==> src/rtl/ntt_input_loader.sv <==
// ntt_input_loader: streams one raw coefficient per cycle, reduces it into [0, Q),
//   packs four consecutive coefficients into one conflict-free 4-bank write.
// Latency: the 4th accept of a group at edge T gives wr_en/a*/d* valid in cycle T+1.
// Backpressure: in_ready is high for the whole LOAD state; there is never a stall.
// Ports:
//   clk, rst         clock, synchronous active-high reset
//   start            begin a load (honoured only in IDLE)
//   in_valid/in_data/in_ready   coefficient handshake, natural order
//   wr_en, a0..a3, d0..d3       registered bank write port, held when wr_en=0
//   busy, load_done  LOAD/FLUSH indicator, one-cycle completion pulse
module ntt_input_loader #(
  parameter int DW = 12,
  parameter int Q  = 3329,
  parameter int N  = 128,
  parameter int AW = 5
) (
  input  logic          clk,
  input  logic          rst,
  input  logic          start,
  input  logic          in_valid,
  input  logic [DW-1:0] in_data,
  output logic          in_ready,
  output logic          wr_en,
  output logic [AW-1:0] a0,
  output logic [AW-1:0] a1,
  output logic [AW-1:0] a2,
  output logic [AW-1:0] a3,
  output logic [DW-1:0] d0,
  output logic [DW-1:0] d1,
  output logic [DW-1:0] d2,
  output logic [DW-1:0] d3,
  output logic          busy,
  output logic          load_done
);

  localparam int CW = $clog2(N);
  localparam logic [CW-1:0] LAST_IDX = CW'(N - 1);
  localparam logic [DW-1:0] QV = DW'(Q);

  typedef enum logic [1:0] {
    S_IDLE  = 2'd0,
    S_LOAD  = 2'd1,
    S_FLUSH = 2'd2,
    S_DONE  = 2'd3
  } state_t;

  state_t state_q, state_d;

  logic [CW-1:0] cnt;
  logic [DW-1:0] slot0, slot1, slot2;
  logic [DW-1:0] red;
  logic          accept;
  logic [1:0]    rot;
  logic [DW-1:0] lane [4];
  logic [DW-1:0] dn   [4];
  logic [1:0]    k;

  // ---------------------------------------------------------------- FSM
  always_ff @(posedge clk) begin
    if (rst) begin
      state_q <= S_IDLE;
    end else begin
      state_q <= state_d;
    end
  end

  always_comb begin
    state_d   = state_q;
    in_ready  = 1'b0;
    busy      = 1'b0;
    load_done = 1'b0;
    case (state_q)
      S_IDLE: begin
        if (start) state_d = S_LOAD;
      end
      S_LOAD: begin
        in_ready = 1'b1;
        busy     = 1'b1;
        if (in_valid && (cnt == LAST_IDX)) state_d = S_FLUSH;
      end
      S_FLUSH: begin
        busy    = 1'b1;
        state_d = S_DONE;
      end
      S_DONE: begin
        load_done = 1'b1;
        state_d   = S_IDLE;
      end
      default: state_d = S_IDLE;
    endcase
  end

  // ----------------------------------------------------------- datapath
  assign accept = in_valid && in_ready;

  // Inputs are below 2^DW <= 2Q, so one conditional subtract fully reduces.
  assign red = (in_data >= QV) ? (in_data - QV) : in_data;

  // Within a group the bank index is the member offset rotated by the
  // sum of the higher index fields, so rotating the lanes by that sum routes
  // each member to its bank and keeps all four banks distinct.
  assign rot = cnt[3:2] + cnt[5:4] + {1'b0, cnt[6]};

  always_comb begin
    lane[0] = slot0;
    lane[1] = slot1;
    lane[2] = slot2;
    lane[3] = red;
    k       = 2'd0;
    for (int b = 0; b < 4; b++) begin
      k     = 2'(b) - rot;
      dn[b] = lane[k];
    end
  end

  always_ff @(posedge clk) begin
    if (rst) begin
      cnt   <= '0;
      slot0 <= '0;
      slot1 <= '0;
      slot2 <= '0;
      wr_en <= 1'b0;
      a0    <= '0;
      a1    <= '0;
      a2    <= '0;
      a3    <= '0;
      d0    <= '0;
      d1    <= '0;
      d2    <= '0;
      d3    <= '0;
    end else begin
      wr_en <= 1'b0;
      if ((state_q == S_IDLE) && start) begin
        cnt <= '0;
      end
      if (accept) begin
        cnt <= cnt + 1'b1;
        case (cnt[1:0])
          2'd0: slot0 <= red;
          2'd1: slot1 <= red;
          2'd2: slot2 <= red;
          default: begin
            // Group complete: slots are free again on the next accept.
            wr_en <= 1'b1;
            a0    <= cnt[CW-1:2];
            a1    <= cnt[CW-1:2];
            a2    <= cnt[CW-1:2];
            a3    <= cnt[CW-1:2];
            d0    <= dn[0];
            d1    <= dn[1];
            d2    <= dn[2];
            d3    <= dn[3];
          end
        endcase
      end
    end
  end

endmodule

==> config.mk <==
export PLATFORM = sky130hd
export DESIGN_NAME = ntt_input_loader
export DESIGN_NICKNAME = d
export VERILOG_FILES = /design/src/rtl/ntt_input_loader.sv
export SDC_FILE = /design/constraint.sdc
export NUM_CORES = 1
export LEC_CHECK = 0
export BUFFER_PORTS_ARGS = -buffer_cell sky130_fd_sc_hd__buf_4
export CORE_MARGIN = 4
export CORE_UTILIZATION = 61
export DETAILED_ROUTE_END_ITERATION = 12
export PLACE_DENSITY = 0.86
export SLEW_MARGIN = 30
export SYNTH_ARGS = -nofsm -noshare
export SYNTH_HDL_FRONTEND = slang
export SYNTH_SLANG_ARGS = --single-unit
==> constraint.sdc <==
create_clock -name clk -period 4 [get_ports clk]
set_clock_uncertainty 0.2 [all_clocks]
set_input_delay 0.8 -clock clk [delete_from_list [all_inputs] [get_ports clk]]
set_output_delay 0.8 -clock clk [all_outputs]
set_load 0.01 [all_outputs]
# Word level (Yosys, flattened, before mapping)
# Cells that the tools add are included.
dict set report op_classes {
  bitwise 6
  eq_ne 8
  add_sub_neg 8
  n_lt_le_gt_ge 5
  n_reduce_logical 14
  muxes 22
}
# op count
set ops {}
lappend ops {{$mux W12} 9}
lappend ops {{$bmux W12 S2} 4}
lappend ops {{$mux W7} 2}
lappend ops {{$ge A12 B12 Y1 const B} 1}
lappend ops {{$ge A3 B3 Y1 const B} 4}
lappend ops {{$not A2 Y3} 4}
lappend ops {{$sub A12 B12 Y12 const B} 1}
lappend ops {{$reduce_and A2 Y1} 5}
lappend ops {{$pmux W2 S4} 1}
lappend ops {{$add A7 B1 Y7 const B} 1}
lappend ops {{$eq A7 B7 Y1 const B} 1}
lappend ops {{$eq A2 B2 Y1 const B} 3}
lappend ops {{$eq A2 B1 Y1 const B} 2}
lappend ops {{$logic_not A2 Y1} 2}
lappend ops {{$mux W1} 4}
lappend ops {{$mux W2} 2}
lappend ops {{$ne A2 B2 Y1 const B} 2}
lappend ops {{$reduce_or A2 Y1} 2}
lappend ops {{$sub A1 B2 Y2 const A} 2}
lappend ops {{$sub A2 B2 Y2 const A} 2}
lappend ops {{$logic_and A1 B1 Y1} 3}
lappend ops {{$reduce_or A3 Y1} 1}
lappend ops {{$add A2 B1 Y2} 1}
lappend ops {{$add A2 B2 Y2} 1}
lappend ops {{2 further kinds} 3}
dict set report word_totals {
  output_inout_bits 72
  input_bits 16
  word_cells 74
  regBits 99
}

# Depth between registers and ports, before layout
# Gate-level depths: netlist of run 1.
dict set report logic_depth {
  word_depth 7
  ltp_mapped 9
  ltp_nobuf 8
}

# Worst setup path after synthesis of run 1
# Ideal clock, no wire load.
dict set report synth_path {
  path_type {in2reg}
  startpoint {input port in_data[2]}
  endpoint {register d1[7]}
  path_stages 7
  t_required_ns 3.662
  arrival_ns 2.368
  setup_slack_ns 1.294
  setup_ns 0.138
  n_path_buf 2
  cell_sequence {buf_6 or4_1 buf_2 or3_4 o31a_1 o21ai_1 o221ai_1}
}
dict set report synth_via {
  elab_chain_len 5
  word_cells_on_any_way 6
  classes_between {add/sub (1); order compare (1); mux (4)}
}
# item line
set synth_lines {}
lappend synth_lines {{from (decl)} 21} ;# input logic [DW-1:0] in_data,
lappend synth_lines {{$sub A12 B12 Y12 / $ge A12 B12 Y1 (equally long branches)} 97} ;# assign red = (in_data >= QV) ? (in_data - QV) : in_data;
lappend synth_lines {{$mux W12 (*)} 97}
lappend synth_lines {{$bmux W12 S2 (*)} 112} ;# dn[b] = lane[k];
lappend synth_lines {{$mux W12 (implied by the code) (*) (2 in series)} 112}
lappend synth_lines {{to (signal assigned)} 150} ;# d1 <= dn[1];
lappend synth_lines {{to (decl)} 29} ;# output logic [DW-1:0] d1,
# Mark *: on every way between the ends. The rest lies on a longest branch, timed or not. The select of a mux whose other input is x is not followed.
# A chain may end at the register's enable or synchronous reset.

# Worst setup path in the final report of run 1
dict set report layout_path {
  startpoint {register cnt[2]}
  endpoint {register d2[6]}
}
dict set report layout_via {
  elab_chain_len 7
}
# item line
set layout_lines {}
lappend layout_lines {{from (decl)} 49} ;# logic [CW-1:0] cnt;
lappend layout_lines {{from (signal assigned)} 137} ;# cnt <= cnt + 1'b1;
lappend layout_lines {{$add A2 B2 Y2} 102} ;# assign rot = cnt[3:2] + cnt[5:4] + {1'b0, cnt[6]};
lappend layout_lines {{$add A2 B1 Y2} 102}
lappend layout_lines {{$sub A2 B2 Y2} 111} ;# k = 2'(b) - rot;
lappend layout_lines {{$not A2 Y3 (implied by the code)} 112}
lappend layout_lines {{$bmux W12 S2} 112}
lappend layout_lines {{$mux W12 (implied by the code) (2 in series)} 112}
lappend layout_lines {{to (signal assigned)} 151} ;# d2 <= dn[2];
lappend layout_lines {{to (decl)} 30} ;# output logic [DW-1:0] d2,
# No other way between the ends. The select of a mux whose other input is x is not followed.

==> out/results.ini, run 1 <==
[outcome]
outcome = complete, no violations

[place]
port_buffers = 87
gp_congestion = 0.9944
placed_area_um2 = 5888
dp_cells = 802
hpwlAfterDp_um = 11060

[min_path]
hold_path_class = reg2reg

[cells_and_area]
nets = 737
multi_input_comb_area_um2 = 2982
finalNonFillerCells = 818
diodes = 0
regArea_um2 = 1982
stdcell_area_um2 = 6098
drive_above_1_share_pct = 19.21
area_delta_synth_final_pct = 14.44
fillers = 671
final_common_cell = dfxtp_1
final_cell_mix = dfxtp_1, buf_4, nand2_1, nor2_1, a21oi_1

[routing]
drc = 0
viasPerCell = 6.485
avgRoutedWirePerCell_um = 19.41
vias = 5305
routed_wl_um = 15880
drtAntennaViolNets = 0
drtIter0Drc = 571
drt_first_pass_iters = 5

[floorplan]
design.portCount = 88
die_w_um = 101.5
core_region_area_um2 = 8341
initial_core_util_pct = 63.89
die_h_um = 101.5
placementRows = 33
dieArea_um2 = 10300

[cts]
cts_resized = 0
clkLatencyLatePin_ns = 0.37
cts_tree = built
clkTransAtPathRegs_ns = 0.10
cts_root_buffer = clkbuf_8
post-cts-setup-buffer-count = 0
cts_max_level = 3
clock_sinks = 99
cts-hold-fix-buffers = 0
cts_made_buffers = 9
cts_buffer_depth = 2

[timing]
slew_violations = 0
layout_min_cycle_time_ns = 3.000
hold_viol = 0
rsz0062_at_grt = false
tightest_slew_ns = 0.8235
finalSetupViolCount = 0
fin_setup_tns_ns = 0
relSlewSlack_pct = 45.04
fmax_mhz = 333.4
fin_crit_sh_pct = 74.99

[setup_path]
cp-end-kind = flip-flop
cp.required_ns = 4.06
cp-start-kind = flip-flop
critPathKind = reg2reg
crit_arrival_ns = 3.06
path_max_fanout = 17
rrSetupSlack_ns = 1.00

[grt]
grt_pass1_wl_um = 25530
overflow = 0
grt_max_degree = 81
grtUsageTotal_pct = 31.17
first_global_vias = 5250
antenna_found_initial = 0

[logic_synthesis]
synth_warnings = 0
syn_area_um2 = 5329
synthesis.nets = 694
synth.distinct_cells = 68
yosysSeqAreaShare_pct = 37.19
syn_avg_cell_area_um2 = 8.013
synth_seq_cells = 99
synthCells = 665
async_flop_share_pct = 0
synth_flop_cell = dfxtp_1
synth_edf_count = 0

[power_and_ir_drop]
ir_drop_uv = 338.3
p_leak_nw = 2.306
power.density_nw_per_um2 = 346.9
total_power_w = 0.002116

[run]
drv_cap = 0

## through the flow
stage	worst slack, ns	hold WS [ns]	util [%]
after floorplan	1.294	0.2487	-
after global placement	0.9967	0.2374	70.60
after detailed placement	0.9089	0.2420	70.60
after CTS	1.043	0.2588	73.12
after global routing	0.8293	0.2779	73.12
final	1.000	0.2571	73.12
## where the power goes
group / switching (W) / internal (W)
Combinational: 0.000233 / 0.000134
Clock: 0.000363 / 0.000313
Sequential: 0.0000446 / 0.00103
## kinds of logic (layout without fill, tap and decap cells)
group / after synthesis / after routing / share of synthesized area (%)
simple gates: 251 / 251 / 21.32
compound gates: 194 / 194 / 25.48
flops: 99 / 99 / 37.19
buf+inv: 79 / 127 / 6.950
mux: 21 / 21 / 4.015
fa+ha+maj: 13 / 13 / 3.193
xor+xnor: 8 / 8 / 1.855
## synthesized netlist by cell type (all sizes together) (13+ instances only)
library cell,count,share of area [%]
nand2,93,6.6
nor3,30,2.8
buf,30,3.5
o21ai,32,3.1
nor2,75,5.3
a211oi,21,3.0
mux2i,18,3.4
a21oi,48,4.5
o31ai,16,2.5
clkbuf,35,2.5
dfxtp,99,37
o221ai,16,2.6
nand3,13,1.2
## state kept, by name (all words and copies together), names as in the netlist, 2 cells and up
signal / count
d0: 12
d1: 12
d2: 12
d3: 12
slot0: 12
slot1: 12
slot2: 12
cnt: 7
a3: 5
state_q: 2
## area by class of cell
| class | instances | share of cell area, % |
|---|---|---|
| inverter | 14 | 0.8617 |
| clock buffer | 10 | 2.257 |
| timing repair buffer | 97 | 12.15 |
| tap | 105 | 2.154 |
| multi-input combinational | 487 | 48.89 |
| clock inverter | 6 | 1.190 |
| sequential | 99 | 32.50 |
## layer usage
layer	track usage (%)	routed length [µm]
met4	15.24	449
met2	52.11	7989
met3	5.303	1403
met5	0	0
met1	38.87	6036
## worst max-delay path, stage by stage (launching register included)
cell	delay [ns]
dfxtp_1	0.39
fa_2	0.42
xnor3_1	0.61
nand2_1	0.61
o21ai_0	0.35
a21oi_1	0.07
a22o_1	0.24
## worst paths after layout
check	depth (start not counted)	start	to
worst min register to register	2	d0[5]	d0[5]
worst max register to register	6	cnt[2]	d2[6]
worst min-delay path	2	d0[5]	d0[5]
worst max-delay path	6	cnt[2]	d2[6]
(Power assumes the default switching activity.)
==> run 2, diff against run 1 <==
- ABC_AREA: not set -> 1
- CORE_UTILIZATION: 61 -> 51
- PLACE_DENSITY: 0.86 -> 0.77
- clock period: 4 -> 2.5 ns (I/O delays scaled with it)
==> run 2 against run 1 <==
Net effect: sequential power grew 59%; synthesized cell count up 27%; sequential cell count unchanged; via count up 0.25%; worst hold slack gained 0.011 ns; die area up 20%; register-to-register slack got worse by 0.83 ns; cell count grew 28%; first-iteration DRC count down 16%; combinational power grew 60%; setup slack worse by 0.83 ns; largest cell class unchanged; highest routed layer unchanged.
==> out/results.ini, run 2 <==
[setup_path]
crit_path_top_delay_cell = fa_2
crit_arrival_ns = 2.36
path_max_fanout = 25
critPathKind = reg2reg
cp-start-kind = flip-flop
cp.required_ns = 2.53
cp_slowest_stage_delay_ns = 0.53
crit_path_frequent_cell = nand2_1
cp-end-kind = flip-flop
worstPathCellList = fa_2 > buf_12 > buf_12 > o21ai_0 > nand2_1 > nand2_1 > inv_1 > nand2_1 > a21oi_1

[logic_synthesis]
synth_xor_area_share_pct = 1.156
synth-simple-area-share_pct = 25.51
synth.distinct_cells = 33
syn_area_um2 = 5414
synth_seq_cells = 99
yosysMostFrequentCell = nand2_1
synth_warnings = 0
synth_top_area_share_pct = 36.61
synth_commonest_cells = nand2_1, inv_1, a21oi_1
muxShareOfSynthArea_pct = 0
synth_edf_count = 0
synth_area_leaders = dfxtp_1, nand2_1, a21oi_1
synth_flop_cell = dfxtp_1
synthesis.nets = 873
async_flop_share_pct = 0
synth_top_family_by_area = simple AND/OR/NAND/NOR gates
synthCells = 844
synth_compound_area_share_pct = 20.34
syn_avg_cell_area_um2 = 6.415
yosysSeqAreaShare_pct = 36.61
synth_adder_area_share_pct = 3.143
yosysTopAreaCell = dfxtp_1

[power_and_ir_drop]
power.switching_w = 0.0009678
p_comb_share_pct = 18.4
switching_share_pct = 30.14
power.density_nw_per_um2 = 502.9
p_clk_share_pct = 28.6
p_int_w = 0.002243
seq_power_share_pct = 53.0
p_leak_nw = 3.068
total_power_w = 0.003211
ir_drop_uv = 271.5

[floorplan]
die_w_um = 111.0
die_h_um = 111.0
core_region_area_um2 = 10320
dieArea_um2 = 12330
initial_core_util_pct = 52.44
placementRows = 37
design.portCount = 88

[cells_and_area]
diodes = 0
drive_above_1_share_pct = 15.74
final_cell_mix = nand2_1, buf_4, inv_1, a21oi_1, dfxtp_1
final_common_cell = nand2_1
nets = 941
stdcell_area_um2 = 6385
area_delta_synth_final_pct = 17.93

[grt]
antenna_found_initial = 0
grt_pass1_wl_um = 22640
grt_max_degree = 75
grtUsageTotal_pct = 22.05
overflow = 0
first_global_vias = 4519

[cts]
clkLatencyLatePin_ns = 0.36
cts_buffer_depth = 2
cts_max_level = 3
clkTransAtPathRegs_ns = 0.09
cts_made_buffers = 9
cts_root_buffer = clkbuf_8
cts_tree = built
clock_sinks = 99

[routing]
avgRoutedWirePerCell_um = 13.07
vias = 5318
drt_first_pass_iters = 5
drtAntennaViolNets = 0
drc = 0
viasPerCell = 5.060
routed_wl_um = 13740
drtIter0Drc = 481

[place]
hpwlAfterDp_um = 9885
placed_area_um2 = 6183
port_buffers = 87
gp_congestion = 0.9047

[timing]
tightest_slew_ns = 0.7819
hold_viol = 0
fin_crit_sh_pct = 93.33
slew_violations = 0
fin_setup_tns_ns = 0
fmax_mhz = 428.6
rsz0062_at_grt = false
relSlewSlack_pct = 47.87
layout_min_cycle_time_ns = 2.333
finalSetupViolCount = 0

[outcome]
outcome = complete, no violations

[run]
drv_cap = 0

[min_path]
hold_path_class = reg2reg

-- run 2: cell types whose count changed in the layout (fill, tap and decap cells not counted), sizes merged, moves of 24 or more --
cell / previous run / this run
nand2: 93 / 284
inv: 14 / 106
o21ai: 32 / 93
nor2: 75 / 17
a21oi: 48 / 103
nand3: 13 / 38
nor3: 30 / 6
-- run 2: cell families (layout without fill, tap and decap cells) --
group	Yosys count	count (layout)
DFF	99	99
AOI/OAI and AO/OA	210	210
and+or+nand+nor	348	348
adders and majority gates	13	13
buffers and inverters	169	240
xor gates and xnor gates	5	5
-- run 2: final cells by class --
class	instances	area, µm²
fillers	990	3939
multi-input cells	576	2720
flip-flops and latches	99	1982
repair buffers	116	933.4
inverters	110	412.9
well taps	136	170.2
clock buffers	10	137.6
clock inverters	4	28.78
-- run 2: critical path: cells and delay by family, from the launching register on --
family	cells	cell delay (ns)
adders and majority gates	1	0.53
AOI/OAI and AO/OA	2	0.53
buffers and inverters	3	0.35
DFF	1	0.34
and+or+nand+nor	3	0.24
-- run 2: timing repair --
action                                  4_1_cts  5_1_grt
gates resized for setup                       0        0
buffers inserted                              0        3
endpoints found under the setup margin        0        9
hold buffers                                  0        0
-- run 2: power groups by stage --
stage,Sequential [W],Combinational (W),Clock (W)
4_1_cts,0.00170,0.000586,0.000936
3_5_place_dp,0.00174,0.000582,0
2_1_floorplan,0.00173,0.000404,0
3_3_place_gp,0.00174,0.000577,0
5_1_grt,0.00171,0.000680,0.000992
6_report,0.00170,0.000590,0.000920
-- run 2: worst paths after layout --
| path | start | endpoint | slack, ns | depth (start not counted) |
|---|---|---|---|---|
| setup / recovery | cnt[6] | d2[3] | 0.17 | 9 |
| hold / removal | d2[0] | d2[0] | 0.27 | 2 |
| setup reg to reg | cnt[6] | d2[3] | 0.17 | 9 |
| hold reg to reg | d2[0] | d2[0] | 0.27 | 2 |
-- run 2: per-stage QoR --
step           hold WS [ns]  instances  utilization (%)  setup WS (ns)
2_1_floorplan        0.2698        844                -         0.3046
3_3_place_gp         0.2543       1034            59.90        0.05827
3_5_place_dp         0.2579       1034            59.90        0.01211
4_1_cts              0.2714       1048            61.51         0.1141
5_1_grt              0.2910       1051            61.85        0.01076
6_report             0.2680       1051            61.85         0.1667
-- run 2: metal layers --
| layer | part of all wire [%] | GRT usage [%] | vias up |
|---|---|---|---|
| li1 | - | - | 2799 |
| met1 | 49 | 34.27 | 2333 |
| met2 | 42 | 31.92 | 176 |
| met3 | 8.0 | 2.838 | 10 |
| met4 | 1.0 | 5.839 | 0 |
| met5 | 0 | 0 | - |
